`src/rtl/bitwise_logic_pipe_if.sv`:
```
// Operand/result handshake bundle for bitwise_logic_pipe.
// Carries out_pop only when BLU_POPCOUNT_EN is defined.
interface bitwise_logic_pipe_if #(
  parameter int WIDTH = 8,
  parameter int CNT_W = 8
);
  logic             in_valid;
  logic             in_ready;
  logic [WIDTH-1:0] in_a;
  logic [WIDTH-1:0] in_b;
  logic [1:0]       in_op;
  logic             in_acc;
  logic             out_valid;
  logic             out_ready;
  logic [WIDTH-1:0] out_c;
  logic             out_zero;
  logic [CNT_W-1:0] op_count;
`ifdef BLU_POPCOUNT_EN
  logic [$clog2(WIDTH+1)-1:0] out_pop;

  modport master (
    output in_valid, in_a, in_b, in_op, in_acc, out_ready,
    input  in_ready, out_valid, out_c, out_zero, op_count, out_pop
  );
  modport slave (
    input  in_valid, in_a, in_b, in_op, in_acc, out_ready,
    output in_ready, out_valid, out_c, out_zero, op_count, out_pop
  );
`else
  modport master (
    output in_valid, in_a, in_b, in_op, in_acc, out_ready,
    input  in_ready, out_valid, out_c, out_zero, op_count
  );
  modport slave (
    input  in_valid, in_a, in_b, in_op, in_acc, out_ready,
    output in_ready, out_valid, out_c, out_zero, op_count
  );
`endif
endinterface

```
`src/rtl/bitwise_logic_pipe.sv`:
```
// Two-stage bitwise XOR/AND/OR/AUTO unit with accumulator operand and valid/ready flow.
// Define BLU_POPCOUNT_EN to add the registered out_pop population count.
module bitwise_logic_pipe #(
  parameter int               WIDTH    = 8,
  parameter int               CNT_W    = 8,
  parameter logic [WIDTH-1:0] ACC_INIT = '0
) (
  input logic                 clk_i,
  input logic                 rst_i,
  bitwise_logic_pipe_if.slave bus
);
  localparam int POP_W = $clog2(WIDTH + 1);

  logic             s1_valid_q, s1_valid_d;
  logic [WIDTH-1:0] s1_c_q, s1_c_d;
  logic             out_valid_q, out_valid_d;
  logic [WIDTH-1:0] out_c_q, out_c_d;
  logic             out_zero_q, out_zero_d;
  logic [WIDTH-1:0] acc_q, acc_d;
  logic [CNT_W-1:0] cnt_q, cnt_d;

  logic             adv1, adv2, accept;
  logic [WIDTH-1:0] op_b, res;

`ifdef BLU_POPCOUNT_EN
  logic [POP_W-1:0] out_pop_q, out_pop_d;

  function automatic logic [POP_W-1:0] popcount(input logic [WIDTH-1:0] v);
    logic [POP_W-1:0] n;
    n = '0;
    for (int i = 0; i < WIDTH; i++) n = n + POP_W'(v[i]);
    return n;
  endfunction
`endif

  always_comb begin
    adv2   = !out_valid_q || bus.out_ready;
    adv1   = !s1_valid_q || adv2;
    accept = bus.in_valid && adv1;
    op_b   = bus.in_acc ? acc_q : bus.in_b;

    unique case (bus.in_op)
      2'b01:   res = bus.in_a ^ op_b;
      2'b10:   res = bus.in_a & op_b;
      2'b11:   res = bus.in_a | op_b;
      default: res = bus.in_a[WIDTH-1] ? (bus.in_a & op_b) : (bus.in_a ^ op_b);
    endcase
  end

  always_comb begin
    s1_valid_d  = s1_valid_q;
    s1_c_d      = s1_c_q;
    out_valid_d = out_valid_q;
    out_c_d     = out_c_q;
    out_zero_d  = out_zero_q;
    acc_d       = acc_q;
    cnt_d       = cnt_q;
`ifdef BLU_POPCOUNT_EN
    out_pop_d   = out_pop_q;
`endif

    // The accumulator follows every accepted result, not only in_acc beats.
    if (accept) begin
      acc_d = res;
      cnt_d = cnt_q + CNT_W'(1);
    end

    if (adv1) begin
      s1_valid_d = accept;
      if (accept) s1_c_d = res;
    end

    if (adv2) begin
      out_valid_d = s1_valid_q;
      if (s1_valid_q) begin
        out_c_d    = s1_c_q;
        out_zero_d = (s1_c_q == '0);
`ifdef BLU_POPCOUNT_EN
        out_pop_d  = popcount(s1_c_q);
`endif
      end
    end
  end

  always_ff @(posedge clk_i) begin
    if (rst_i) begin
      s1_valid_q  <= 1'b0;
      s1_c_q      <= '0;
      out_valid_q <= 1'b0;
      out_c_q     <= '0;
      out_zero_q  <= 1'b0;
      acc_q       <= ACC_INIT;
      cnt_q       <= '0;
`ifdef BLU_POPCOUNT_EN
      out_pop_q   <= '0;
`endif
    end else begin
      s1_valid_q  <= s1_valid_d;
      s1_c_q      <= s1_c_d;
      out_valid_q <= out_valid_d;
      out_c_q     <= out_c_d;
      out_zero_q  <= out_zero_d;
      acc_q       <= acc_d;
      cnt_q       <= cnt_d;
`ifdef BLU_POPCOUNT_EN
      out_pop_q   <= out_pop_d;
`endif
    end
  end

  assign bus.in_ready  = adv1;
  assign bus.out_valid = out_valid_q;
  assign bus.out_c     = out_c_q;
  assign bus.out_zero  = out_zero_q;
  assign bus.op_count  = cnt_q;
`ifdef BLU_POPCOUNT_EN
  assign bus.out_pop   = out_pop_q;
`endif
endmodule

```
`src/flat_wrapper.sv`:
```
// flat-port wrapper written by rule: the top's interface ports become plain ports
module bitwise_logic_pipe_flat 
#(
  parameter int               WIDTH    = 8,
  parameter int               CNT_W    = 8,
  parameter logic [WIDTH-1:0] ACC_INIT = '0
)
  (clk_i, rst_i, bus_in_valid, bus_in_a, bus_in_b, bus_in_op, bus_in_acc, bus_out_ready, bus_in_ready, bus_out_valid, bus_out_c, bus_out_zero, bus_op_count);
  bitwise_logic_pipe_if #(.WIDTH(WIDTH), .CNT_W(CNT_W)) bus_i ();
  input logic clk_i;
  input logic rst_i;
  input wire logic [$bits(bus_i.in_valid)-1:0] bus_in_valid;
  input wire logic [$bits(bus_i.in_a)-1:0] bus_in_a;
  input wire logic [$bits(bus_i.in_b)-1:0] bus_in_b;
  input wire logic [$bits(bus_i.in_op)-1:0] bus_in_op;
  input wire logic [$bits(bus_i.in_acc)-1:0] bus_in_acc;
  input wire logic [$bits(bus_i.out_ready)-1:0] bus_out_ready;
  output wire logic [$bits(bus_i.in_ready)-1:0] bus_in_ready;
  output wire logic [$bits(bus_i.out_valid)-1:0] bus_out_valid;
  output wire logic [$bits(bus_i.out_c)-1:0] bus_out_c;
  output wire logic [$bits(bus_i.out_zero)-1:0] bus_out_zero;
  output wire logic [$bits(bus_i.op_count)-1:0] bus_op_count;
  assign bus_i.in_valid = bus_in_valid;
  assign bus_i.in_a = bus_in_a;
  assign bus_i.in_b = bus_in_b;
  assign bus_i.in_op = bus_in_op;
  assign bus_i.in_acc = bus_in_acc;
  assign bus_i.out_ready = bus_out_ready;
  assign bus_in_ready = bus_i.in_ready;
  assign bus_out_valid = bus_i.out_valid;
  assign bus_out_c = bus_i.out_c;
  assign bus_out_zero = bus_i.out_zero;
  assign bus_op_count = bus_i.op_count;
  bitwise_logic_pipe #(.WIDTH(WIDTH), .CNT_W(CNT_W), .ACC_INIT(ACC_INIT)) u_core (.clk_i(clk_i), .rst_i(rst_i), .bus(bus_i));
endmodule
```
`config.mk`:
```
export PLATFORM = sky130hd
export DESIGN_NAME = bitwise_logic_pipe_flat
export DESIGN_NICKNAME = d
export VERILOG_FILES = /design/src/rtl/bitwise_logic_pipe_if.sv /design/src/rtl/bitwise_logic_pipe.sv /design/src/flat_wrapper.sv
export SDC_FILE = /design/constraint.sdc
export NUM_CORES = 1
export LEC_CHECK = 0
export BUFFER_PORTS_ARGS = -buffer_cell sky130_fd_sc_hd__buf_4
export CAP_MARGIN = 10
export CORE_MARGIN = 8
export CORE_UTILIZATION = 45
export DETAILED_ROUTE_END_ITERATION = 8
export GPL_TIMING_DRIVEN = 0
export PLACE_DENSITY = 0.69
export SKIP_CTS_REPAIR_TIMING = 1
export SLEW_MARGIN = 20
export SYNTH_ARGS = -nofsm -noshare
export SYNTH_HDL_FRONTEND = slang
export SYNTH_SLANG_ARGS = --single-unit
```
`constraint.sdc`:
```
create_clock -name clk_i -period 2.25 [get_ports clk_i]
set_input_delay 0.3375 -clock clk_i [delete_from_list [all_inputs] [get_ports clk_i]]
set_output_delay 0.3375 -clock clk_i [all_outputs]
set_load 0.005 [all_outputs]
```
==> results.toml <==
[sta]
fmax_mhz = 587
rsz0062_at_grt = "false"
setup_viol = 0
maxSlewHeadroom = 0.597
maxSlewViolCount = 0
tightest_slew_ps = 604
fin_skew_ps = 4.01
fin_crit_sh = 0.757
setup_tns_ps = 0
hold_viol_final = 0
fin_crit_ps = 1700

[clock_tree]
htree_num_levels = 1
cts-buffers-inserted = 3
path_clk_slew_ps = 90
clock-sinks = 27
clk_path_buf_depth = 2
clk_latency_ps = 270
root_buffer = "clkbuf_8"
cts_tree = "built"

[worst_hold_path]
min_from = "bus_in_valid"
min_to = "u_core.bus.op_count[1]"
hold_depth = 3
min_path_type = "in2reg"

[global_routing]
antenna_found_initial = 0
grtUsageMet1 = 0.166
groute.layer.met2.usage = 0.216
grt_pass1_vias = 1494
grt_usage = 0.132
grtUsageMet3 = 0.0207
grt_max_degree = 16
globalRoute.totalOverflow = 0
top_usage_layer = "met2"
grt_pass1_wl_um = 6820

[worst_setup_path]
crit_chain = "clkbuf_1, mux2i_1, inv_1, ha_1, nor3_1, a211o_1, a311oi_1"
r2r-end = "u_core.acc_q[7]"
critical_path_arrival_ps = 1880
cp-end-kind = "flop"
cp-start-kind = "primary input"
cp_num_buf_inv = 2
crit_type = "in2reg"
rrSetupSlack_ps = 740
cp_slowest_cell = "clkbuf_1"
cp_max_fo = 8
cp.required_ps = 2430
crit_family = "buffers and inverters"
critPathMaxStageDelay_ps = 450
worstRegToRegCells = 6
r2r-start = "u_core.acc_q[7]"

[synthesis]
async_flop_share = 0
synth_cells = 196
ys_ff_latch = 27
netlist_area_um2 = 1700
synth_edf_count = 0
yosys_warnings = 0
synth_flop_cell = "dfxtp_1"
synth_cell_types = 36
ys_top_cells_by_count = "dfxtp_1, a21oi_1, ha_1, inv_1, nand3_1"
syn_avg_cell_area_um2 = 8.68
yosysSeqAreaShare = 0.318
synth_top_cell_by_area = "dfxtp_1"
synth_top_cell_area_share = 0.318
synthTopCellsByArea = "dfxtp_1, ha_1, a21oi_1"
syn_nets = 238
synth.most_common_cell = "dfxtp_1"

[final_layout]
multi_input_area_um2 = 1030
nets = 282
fillers = 367
seqCellArea_um2 = 541
antennaDiodeCount = 0
final_util = 0.574
drive_gt1_frac = 0.218
syn2layout_area_growth_pct = 23.5

[drt]
dr.pass1.iters = 4
wl_per_cell_um = 13.6
routed_wl_um = 3900
via_per_inst = 5.17
antenna_left = 0
route.vias.total = 1483
remaining_drc_errors = 0
drt_iter0_markers = 72

[power]
seq_power_share = 0.519
switchingPower_mw = 0.278
powerDensity_nw_per_um2 = 479
swShare = 0.276
power_frac_comb = 0.210
finalPower_mw = 1.01
clockPowerShare = 0.271
leakage_nw = 0.994
ir_worst_vdd_uv = 228
p_int_mw = 0.728

[floorplanning]
io_pins = 42
start_util = 0.465
fp.dieW_um = 77.5
die-height_um = 77.5
die_area_um2 = 6010
rows = 22
core-area_um2 = 3660

[flow_run]
cap_violations = 0

[placement]
gp_congestion = 0.772
hpwl_um = 3130
port_buffers = 39

[outcome]
status = "finished, final reports clean"
worst reg2reg max path, cell delays in order, from the launching register on:
cell,delay (ps)
dfxtp_1,400
mux2i_1,120
inv_1,140
ha_1,160
nor3_1,50
a211o_1,270
a311oi_1,280
metal layers:
| layer | wire, um | vias up |
|---|---|---|
| met5 | 0 | - |
| met4 | 64 | 0 |
| met3 | 133 | 5 |
| met2 | 1730 | 29 |
| met1 | 1970 | 656 |
| li1 | - | 793 |
how the worst max path moves through the flow:
stage / from / end / slack, ps / depth (start not counted)
after floorplan: bus_in_acc / u_core.acc_q[7] / 540 / 7
after global placement: bus_in_acc / u_core.acc_q[7] / 350 / 7
after detailed placement: bus_in_acc / u_core.acc_q[7] / 250 / 7
after CTS: bus_in_acc / u_core.acc_q[7] / 540 / 7
after global routing: bus_in_acc / u_core.acc_q[7] / 390 / 7
final: bus_in_acc / u_core.acc_q[7] / 550 / 7
cells by family after synthesis:
logic type,Yosys count,synth area share
compound gates,58,0.225
simple gates,49,0.167
buf+inv,31,0.0772
flops,27,0.318
fa+ha+maj,19,0.140
mux,12,0.0735
placed cells by master, fill, tap and decap left out, types with 4 or more instances in the layout:
cell and count:
a21oi_1 19, o211ai_1 4, nor2b_1 5, mux2_1 4, nor2_1 5, clkbuf_1 5, buf_4 40, a311oi_1 4
nand3_1 12, nand2_1 4, o32ai_1 4, mux2i_1 8, o21ai_0 10, o22ai_1 4, nand2b_1 9, o211a_1 4
ha_1 19, dfxtp_1 27, inv_1 19
state kept, by name, indices dropped and copies added (netlist names):
signal,count
u_core.acc_q,4
u_core.bus.op_count,8
u_core.bus.out_c,8
u_core.bus.out_valid,1
u_core.bus.out_zero,1
u_core.s1_c_q,4
u_core.s1_valid_q,1
power groups by stage:
stage / clock network, mW / registers, mW / logic, mW
2_1_floorplan: 0 / 0.527 / 0.136
3_3_place_gp: 0 / 0.532 / 0.210
3_5_place_dp: 0 / 0.533 / 0.212
4_1_cts: 0.283 / 0.521 / 0.213
5_1_grt: 0.293 / 0.526 / 0.243
6_report: 0.272 / 0.522 / 0.212
per-stage QoR:
step / setup WS, ps / hold slack (ps) / instance area (um2) / cells
3_3_place_gp: 348 / 466 / 2050 / 283
5_1_grt: 386 / 399 / 2100 / 287
4_1_cts: 541 / 392 / 2100 / 287
3_5_place_dp: 245 / 470 / 2050 / 283
6_report: 547 / 398 / 2100 / 287
2_1_floorplan: 538 / 469 / 1700 / 196
area by class of cell:
cell class,instances,area share
sequential,27,0.257
clock inverter,1,0.00238
multi-input combinational,138,0.490
tap,48,0.0286
buffer,10,0.0250
timing repair buffer,39,0.139
inverter,21,0.0375
clock buffer,3,0.0197
Power figures use the tool's default switching activity.
